$ cat src/rtl/gbe_mac_tx_framer.sv
// GMII transmit framer: preamble/SFD, optional min-length padding (GBE_MAC_TX_PAD_EN), FCS, IFG.
// Consumes bytes from the packet engine via mac_tx_dvld/mac_tx_ack and flags oversize frames.
module gbe_mac_tx_framer #(
  parameter int unsigned IFG_CYCLES      = 12,
  parameter int unsigned MIN_FRAME_BYTES = 60,
  parameter int unsigned MAX_FRAME_BYTES = 1514
) (
  input  logic        mac_clk,
  input  logic        mac_rst_n,
  input  logic [7:0]  mac_tx_data,
  input  logic        mac_tx_dvld,
  output logic        mac_tx_ack,
  output logic [7:0]  gmii_txd,
  output logic        gmii_tx_en,
  output logic        gmii_tx_er,
  output logic        tx_busy,
  output logic [31:0] tx_frame_count,
  output logic [15:0] tx_oversize_count
);

  typedef enum logic [2:0] {
    ST_IDLE,
    ST_PRE,
    ST_SFD,
    ST_DATA,
`ifdef GBE_MAC_TX_PAD_EN
    ST_PAD,
`endif
    ST_FCS,
    ST_IFG
  } state_e;

  state_e      state_q;
  logic [7:0]  txd_q;
  logic        en_q, er_q, busy_q, ovf_q;
  logic [2:0]  pre_q;
  logic [15:0] cnt_q, cnt_d;
  logic [31:0] crc_q, crc_d;
  logic [23:0] fcs_q;
  logic [1:0]  fcs_idx_q;
  logic [31:0] ifg_q;
  logic [31:0] frames_q;
  logic [15:0] ovs_q;
  logic [7:0]  crc_in;

`ifndef GBE_MAC_TX_PAD_EN
  logic [31:0] unused_min;
  assign unused_min = MIN_FRAME_BYTES;
`endif

  function automatic logic [31:0] crc_byte(input logic [31:0] c, input logic [7:0] b);
    logic [31:0] r;
    r = c ^ {24'h000000, b};
    for (int unsigned i = 0; i < 8; i++)
      r = r[0] ? ((r >> 1) ^ 32'hEDB88320) : (r >> 1);
    return r;
  endfunction

  // Pad bytes feed zeros into the CRC; data bytes only when actually accepted.
  always_comb begin
    crc_in = (state_q == ST_DATA && mac_tx_dvld) ? mac_tx_data : 8'h00;
    crc_d  = crc_byte(crc_q, crc_in);
    cnt_d  = (cnt_q == 16'hFFFF) ? cnt_q : cnt_q + 16'd1;
  end

  assign mac_tx_ack        = (state_q == ST_DATA) && mac_tx_dvld;
  assign gmii_txd          = txd_q;
  assign gmii_tx_en        = en_q;
  assign gmii_tx_er        = er_q;
  assign tx_busy           = busy_q;
  assign tx_frame_count    = frames_q;
  assign tx_oversize_count = ovs_q;

  always_ff @(posedge mac_clk or negedge mac_rst_n) begin
    if (!mac_rst_n) begin
      state_q   <= ST_IDLE;
      txd_q     <= '0;
      en_q      <= 1'b0;
      er_q      <= 1'b0;
      busy_q    <= 1'b0;
      ovf_q     <= 1'b0;
      pre_q     <= '0;
      cnt_q     <= '0;
      crc_q     <= '1;
      fcs_q     <= '0;
      fcs_idx_q <= '0;
      ifg_q     <= '0;
      frames_q  <= '0;
      ovs_q     <= '0;
    end else begin
      case (state_q)
        ST_IDLE: begin
          if (mac_tx_dvld) begin
            state_q <= ST_PRE;
            txd_q   <= 8'h55;
            en_q    <= 1'b1;
            busy_q  <= 1'b1;
            pre_q   <= 3'd1;
          end
        end
        ST_PRE: begin
          txd_q <= 8'h55;
          pre_q <= pre_q + 3'd1;
          if (pre_q == 3'd6) state_q <= ST_SFD;
        end
        ST_SFD: begin
          txd_q   <= 8'hD5;
          cnt_q   <= '0;
          crc_q   <= '1;
          ovf_q   <= 1'b0;
          state_q <= ST_DATA;
        end
        // The frame end is detected on the same edge that emits the next byte,
        // so pad/FCS follow the last data byte without a bubble.
        ST_DATA: begin
          if (mac_tx_dvld) begin
            txd_q <= mac_tx_data;
            cnt_q <= cnt_d;
            crc_q <= crc_d;
            if ({16'h0000, cnt_d} > MAX_FRAME_BYTES) begin
              er_q  <= 1'b1;
              ovf_q <= 1'b1;
            end
          end else begin
`ifdef GBE_MAC_TX_PAD_EN
            if ({16'h0000, cnt_q} < MIN_FRAME_BYTES) begin
              txd_q   <= 8'h00;
              cnt_q   <= cnt_d;
              crc_q   <= crc_d;
              state_q <= ST_PAD;
            end else begin
              txd_q     <= ~crc_q[7:0];
              fcs_q     <= ~crc_q[31:8];
              fcs_idx_q <= 2'd1;
              state_q   <= ST_FCS;
            end
`else
            txd_q     <= ~crc_q[7:0];
            fcs_q     <= ~crc_q[31:8];
            fcs_idx_q <= 2'd1;
            state_q   <= ST_FCS;
`endif
          end
        end
`ifdef GBE_MAC_TX_PAD_EN
        ST_PAD: begin
          if ({16'h0000, cnt_q} >= MIN_FRAME_BYTES) begin
            txd_q     <= ~crc_q[7:0];
            fcs_q     <= ~crc_q[31:8];
            fcs_idx_q <= 2'd1;
            state_q   <= ST_FCS;
          end else begin
            txd_q <= 8'h00;
            cnt_q <= cnt_d;
            crc_q <= crc_d;
          end
        end
`endif
        ST_FCS: begin
          txd_q     <= fcs_q[7:0];
          fcs_q     <= fcs_q >> 8;
          fcs_idx_q <= fcs_idx_q + 2'd1;
          if (fcs_idx_q == 2'd3) begin
            state_q  <= ST_IFG;
            ifg_q    <= '0;
            frames_q <= frames_q + 32'd1;
            if (ovf_q && ovs_q != 16'hFFFF) ovs_q <= ovs_q + 16'd1;
          end
        end
        // Stays in IFG through the last idle cycle so a waiting frame starts with no extra gap.
        ST_IFG: begin
          if (ifg_q == IFG_CYCLES) begin
            if (mac_tx_dvld) begin
              state_q <= ST_PRE;
              txd_q   <= 8'h55;
              en_q    <= 1'b1;
              pre_q   <= 3'd1;
            end else begin
              state_q <= ST_IDLE;
              busy_q  <= 1'b0;
            end
          end else begin
            txd_q <= 8'h00;
            en_q  <= 1'b0;
            er_q  <= 1'b0;
            ifg_q <= ifg_q + 32'd1;
          end
        end
        default: state_q <= ST_IDLE;
      endcase
    end
  end

endmodule

$ cat config.mk
export PLATFORM = sky130hd
export DESIGN_NAME = gbe_mac_tx_framer
export DESIGN_NICKNAME = d
export VERILOG_FILES = /design/src/rtl/gbe_mac_tx_framer.sv
export SDC_FILE = /design/constraint.sdc
export NUM_CORES = 1
export LEC_CHECK = 0
export CORE_AREA = 3 3 117 203
export CTS_BUF_LIST = sky130_fd_sc_hd__clkbuf_4
export DETAILED_ROUTE_END_ITERATION = 10
export DIE_AREA = 0 0 120 206
export HOLD_SLACK_MARGIN = 0.06
export PLACE_DENSITY = 0.64
export SETUP_SLACK_MARGIN = 0.1
export SYNTH_ARGS = -nofsm -noshare
export SYNTH_HDL_FRONTEND = slang
export SYNTH_SLANG_ARGS = --single-unit
$ cat constraint.sdc
create_clock -name mac_clk -period 4.3 [get_ports mac_clk]
set_input_delay 0.86 -clock mac_clk [delete_from_list [all_inputs] [get_ports mac_clk]]
set_output_delay 0.86 -clock mac_clk [all_outputs]
set_load 0.02 [all_outputs]
* Word level (Yosys, flattened, before mapping) *
Index checks and enable logic that the tools add are counted.

storage, ports and cells
  register bits = 172
  input port bits = 11
  output and inout bits = 60
  word-level logic and storage cells = 118

cells by class
  add/subtract/negate cells = 6
  magnitude comparators = 1
  eq/ne operators = 19
  muxes and demuxes = 47
  bitwise logic cells = 11
  reductions and logical operators = 20

operators by type and width
  operator                                                         count
  two-way mux 32 bit                                               11
  case mux 32 bit (2 select lines)                                 2
  inverter 13 -> 14 bit                                            8
  adder 32 x 1 -> 32 bit, second input constant                    2
  case mux 24 bit (2 select lines)                                 1
  case mux 8 bit (6 select lines)                                  1
  adder 16 x 1 -> 16 bit, second input constant                    2
  equality test 32 x 4 -> 1 bit, second input constant             1
  two-way mux 16 bit                                               2
  two-way mux 8 bit                                                4
  case mux 16 bit (2 select lines)                                 1
  XOR 32 x 8 -> 32 bit                                             1
  two-way mux 24 bit                                               1
  inverter 24 bit                                                  1
  two-way mux 3 bit                                                7
  case mux 3 bit (6 select lines)                                  1
  equality test 16 bit, second input constant                      1
  greater-than comparator 16 x 11 -> 1 bit, second input constant  1
  inequality test 16 bit, second input constant                    1
  inequality test 2 bit, second input constant                     8
  nonzero test 2 bit                                               5
  equality test 3 bit, second input constant                       3
  two-way mux 1 bit                                                9
  case mux 3 bit (3 select lines)                                  1
  18 further kinds                                                 29

* Depth between registers and ports, before layout *
  depth in word-level cells = 22
  depth in mapped cells = 10

* Worst setup path before layout *
Ideal clock, no wire load.

  path kind = input to output
  from = input mac_tx_dvld
  to = output mac_tx_ack
  data arrival time = 1.776 ns
  required time = 3.440 ns
  setup slack = 1.664 ns
  stages = 4
  buffers on the path = 2
  cell sequence = nand4b_2 > inv_2 > clkbuf_1 > clkbuf_1

between the ends
  cells in the longest elaborated chain, start to end = 1

RTL lines
  item               line  source
  start, declared    11    input logic mac_tx_dvld,
  logical AND 1 bit  66    assign mac_tx_ack = (state_q == ST_DATA) && mac_tx_dvld;
  end, declared      12    output logic mac_tx_ack,

Every way passes these cells.

* Worst setup path after layout *
  from = register state_q[0]
  to = output mac_tx_ack

between the ends
  cells in the longest elaborated chain, start to end = 2

RTL lines
  item                          line  source
  start, declared               33    state_e state_q;
  start signal, assigned        76    state_q <= ST_IDLE;
  start signal, assigned        94    state_q <= ST_PRE;
  start signal, assigned        104   if (pre_q == 3'd6) state_q <= ST_SFD;
  equality test 3 x 2 -> 1 bit  66
  logical AND 1 bit             66

Every way passes these cells.

==> out/results.txt <==
The run finished with clean final reports. TritonCTS built the clock tree. For this run, design rule violations remaining after detail routing come to 0. The clock arrives with 0.0218 ns of skew. The min-delay analysis places its worst path in the category input port to async pin.

The floorplan step defined a core boundary enclosing 0.0223 mm². The initialized floorplan defines 72 standard-cell rows. The tools report the initial antenna violation count as 2. The number of nets handed over by synthesis was 924. The logs give 0.59 ns for the clock network latency to the later pin of the worst-skew pair and 71 for the I/O pin count. For this block, the initial DRC count from the detailed router was 326. Data on the critical path arrives at its endpoint at 2.58 ns. The biggest area contributor in the post-synthesis netlist is dfrtp_1. At the pin with the least slew margin, the transition time is 0.799 ns.

The complex-gate fraction of the synthesized area is 12.1%, and the power per cell area is 591 mW/mm². The run gives 75 as the number of distinct standard cells referenced by the synthesized netlist. Cells with a size suffix above 1 make up 11.6% of the layout. The total of buffers placed on input and output ports is 70. In the final routed layout, each cell accounts on average for 17.2 µm.

The number of synthesized register bits is 172. The initial utilization of the core area, before any placement, comes to 40.8%. The global-route congestion overflow total is 0. Of the total synthesized cell area, the portion taken by full adders, half adders and majority gates is 1.10%.

In this run, placement finished with an instance count of 1241. The share of flip-flops with an asynchronous set or reset was 100%; the post-layout instance count excluding filler cells was 1275. After synthesis, the largest area contributor takes up 38.6% of total cell area. The run gives 0.0247 mm² as the die area. The wire-length estimate of the detail-placed layout is 15800 µm. Counting along the longest clock path gives a buffer depth of 2. The die is 120 µm wide. VDD sags by at most 0.563 mV. Setup repair after global routing left no endpoint under its margin. For flop-to-flop paths, the worst setup slack is 1.30 ns.

The launching point of the worst reg2reg path is state_q[0]. Most frequently used flop master after synthesis: dfrtp_1. The final net count is 983, and the standby leakage power is 4.35 nW. The classification of the worst setup path is flop to output port. The part of the Yosys area used for sequential elements was 47.9%. For the reported max-cap violation count, the log shows 0. Endpoint of the worst-slack reg-to-reg timing path: crc_q[19]. Clock tree synthesis selected as its root buffer the cell clkbuf_4. The tools report the startpoint type of the worst setup path as a flop. Clock tree synthesis inserted a total of 17 buffers. Of all nets on the critical path, the largest fanout is 16.

For this block, the via count after detailed routing is 6806. Summing the areas of all and, or, nand and nor instances in the mapped netlist gives 18.3% of the synthesized area. After synthesis, the largest family of logic cells by area is simple AND/OR/NAND/NOR gates.

From synthesis to final layout, the design area changed by 13.9%. After clock tree synthesis, the setup repair step added 0 buffers. Setup violations remaining at the end of the flow were counted as 0. The worst setup path is captured at an output port. The tree built by TritonCTS fans out to 172 sinks. The run gives 0 as the count of final max-slew check failures. Ranked by total cell area, the synthesized netlist is headed by dfrtp_1 (39%), dfstp_2 (9.3%), xnor2_1 (8.9%), xor2_1 (5.4%), nor2_1 (4.1%). The critical path goes through buf_4 > nand4b_2 > inv_2 > clkdlybuf4s50_1. The wire length of the first global-routing pass is 36000 µm, and the shortest period the worst path allows is 3.44 ns. For the largest net degree at the start of global routing, the log shows 83. The run gives 3.44 ns as the required time of the worst setup path. The number of flops mapped to enable cells by yosys came out at 0. Multiplexer cells account for 0.828% of the synthesized area. For this run, the detailed router's first-pass iteration total came to 5. The hold violation count in the final report is 0, and the xor and xnor fraction of the mapped netlist area is 16.2%. The highest clock frequency the design can meet is 291 MHz. The tools report the H-tree depth reported by CTS as 4. At the end of routability-driven placement, the weighted congestion stood at 0.850. The count of hold-fix buffers inserted at cts was 0; the worst max-slew margin expressed relative to the limit was 46.6%.

The vertical die dimension works out to 206 µm. On the critical path, the stage with the largest delay is an instance of clkdlybuf4s50_1. After layout, the worst path uses 79.9% of the clock period. The filler cells instantiated in the layout total 2148. The longest individual stage delay on the worst path came out at 0.68 ns. Yosys printed 0 warnings.

Once detail routing completed, the nets flagged for antenna violations numbered 0. The cell area that synthesis handed to floorplanning was 0.00907 mm². The final wirelength was 21900 µm; the synthesized area divided by synthesized cell count was 10.0 µm². Clock edge transition at the registers on the reported setup and hold paths: 0.14 ns. The aggregate negative setup slack came out at 0 ns. The worst reg-to-reg path cell count is 9, and the number of gates resized after CTS is 0. The logs give 6905 for the via count of the first global-routing pass and 905 for the number of standard cells after synthesis. The run gives 18.2% as the overall fraction of global-route tracks in use. The number of vias per cell after detailed routing came out at 5.34.
## report_power, final
group | internal [mW] | leakage [nW] | switching [mW] | total, mW
Combinational | 1.27 | 1.96 | 1.42 | 2.69
Sequential | 2.05 | 2.23 | 0.398 | 2.45
Clock | 0.362 | 0.148 | 0.605 | 0.967
## worst max path at each step
stage	to	depth (start not counted)	start
3_5_place_dp	crc_q[19]	9	mac_tx_dvld
6_report	mac_tx_ack	4	state_q[0]
5_1_grt	mac_tx_ack	4	state_q[0]
2_1_floorplan	mac_tx_ack	4	mac_tx_dvld
4_1_cts	mac_tx_ack	4	state_q[0]
3_3_place_gp	crc_q[19]	9	mac_tx_dvld
## cell families after synthesis
logic type,count (synthesis)
adder cells (fa/ha/maj),8
AO/OA/AOI/OAI,168
AND/OR/NAND/NOR,328
flip-flops,172
XOR/XNOR,158
multiplexers,7
buffers and inverters,64
## worst max-delay path, delay by kind of cell, from the launching register on
family / cells / cell delay (ns)
buffers and inverters: 3 / 1.24
DFF: 1 / 0.60
and+or+nand+nor: 1 / 0.13
## Yosys cell counts, types with 10 or more instances
library cell  instances
a31oi_1              11
a21oi_1              47
nand2_1              72
xnor2_1              92
nor2_1               99
inv_1                13
and3_1               22
o21ai_0              46
dfrtp_1             140
nand4_1              28
nand3_1              44
dfstp_2              32
a221o_1              17
clkbuf_1             25
nor3_1               10
xor2_1               56
## flip-flops by register name, indices dropped and copies added (netlist names)
name	flops
ovf_q	1
fcs_idx_q	2
fcs_q	24
state_q	3
gmii_tx_er	1
pre_q	3
gmii_tx_en	1
ifg_q	32
tx_busy	1
cnt_q	16
crc_q	32
tx_frame_count	32
gmii_txd	8
tx_oversize_count	16
## routing by layer
| metal | vias up | track usage [%] | part of all wire [%] |
|---|---|---|---|
| li1 | 3290 | - | - |
| met1 | 3379 | 20.3 | 38 |
| met2 | 106 | 34.5 | 57 |
| met3 | 31 | 2.79 | 2.7 |
| met4 | 0 | 6.96 | 2.2 |
| met5 | - | 0 | 0 |
## cell type report
cell class | instances | area, µm² | share of cell area (%)
Multi-Input combinational cell | 669 | 4410 | 42.7
Sequential cell | 172 | 4340 | 42.1
Timing Repair Buffer | 88 | 850 | 8.22
Tap cell | 296 | 370 | 3.59
Clock inverter | 14 | 159 | 1.54
Clock buffer | 18 | 135 | 1.31
Inverter | 16 | 60.1 | 0.581
Antenna cell | 2 | 5.00 | 0.0484
## stage by stage
stage	utilization, %	setup slack, ns	area, µm²	hold WS (ns)	power, mW
floorplan	-	1.66	9070	0.457	4.48
finish	46.4	0.864	10300	0.250	6.11
global placement	45.1	0.738	10000	0.462	5.16
detailed placement	45.1	0.740	10000	0.465	5.18
CTS	46.4	0.795	10300	0.233	6.17
global route	46.4	0.651	10300	0.234	6.54
## cells in the final DEF, fill, tap and decap left out, drive strengths merged, types with 3 or more instances in the layout
cell / Yosys / routed
a211oi: 3 / 3
a21oi: 48 / 48
a221o: 17 / 17
a22o: 5 / 5
a22oi: 3 / 3
a31oi: 11 / 11
and2: 6 / 6
and3: 23 / 23
and4: 10 / 10
buf: 19 / 19
clkbuf: 28 / 18
clkdlybuf4s50: 0 / 69
clkinv: 2 / 5
clkinvlp: 0 / 4
dfrtp: 140 / 140
dfstp: 32 / 32
ha: 8 / 8
inv: 14 / 19
mux2: 4 / 4
mux2i: 3 / 3
nand2: 72 / 72
nand2b: 8 / 8
nand3: 44 / 44
nand4: 30 / 30
nor2: 99 / 99
nor3: 10 / 10
nor4: 8 / 8
o2111ai: 3 / 3
o21ai: 48 / 48
o22a: 9 / 9
o22ai: 3 / 3
o31ai: 4 / 4
or3: 3 / 3
xnor2: 95 / 95
xor2: 61 / 61
(Power assumes the default switching activity.)
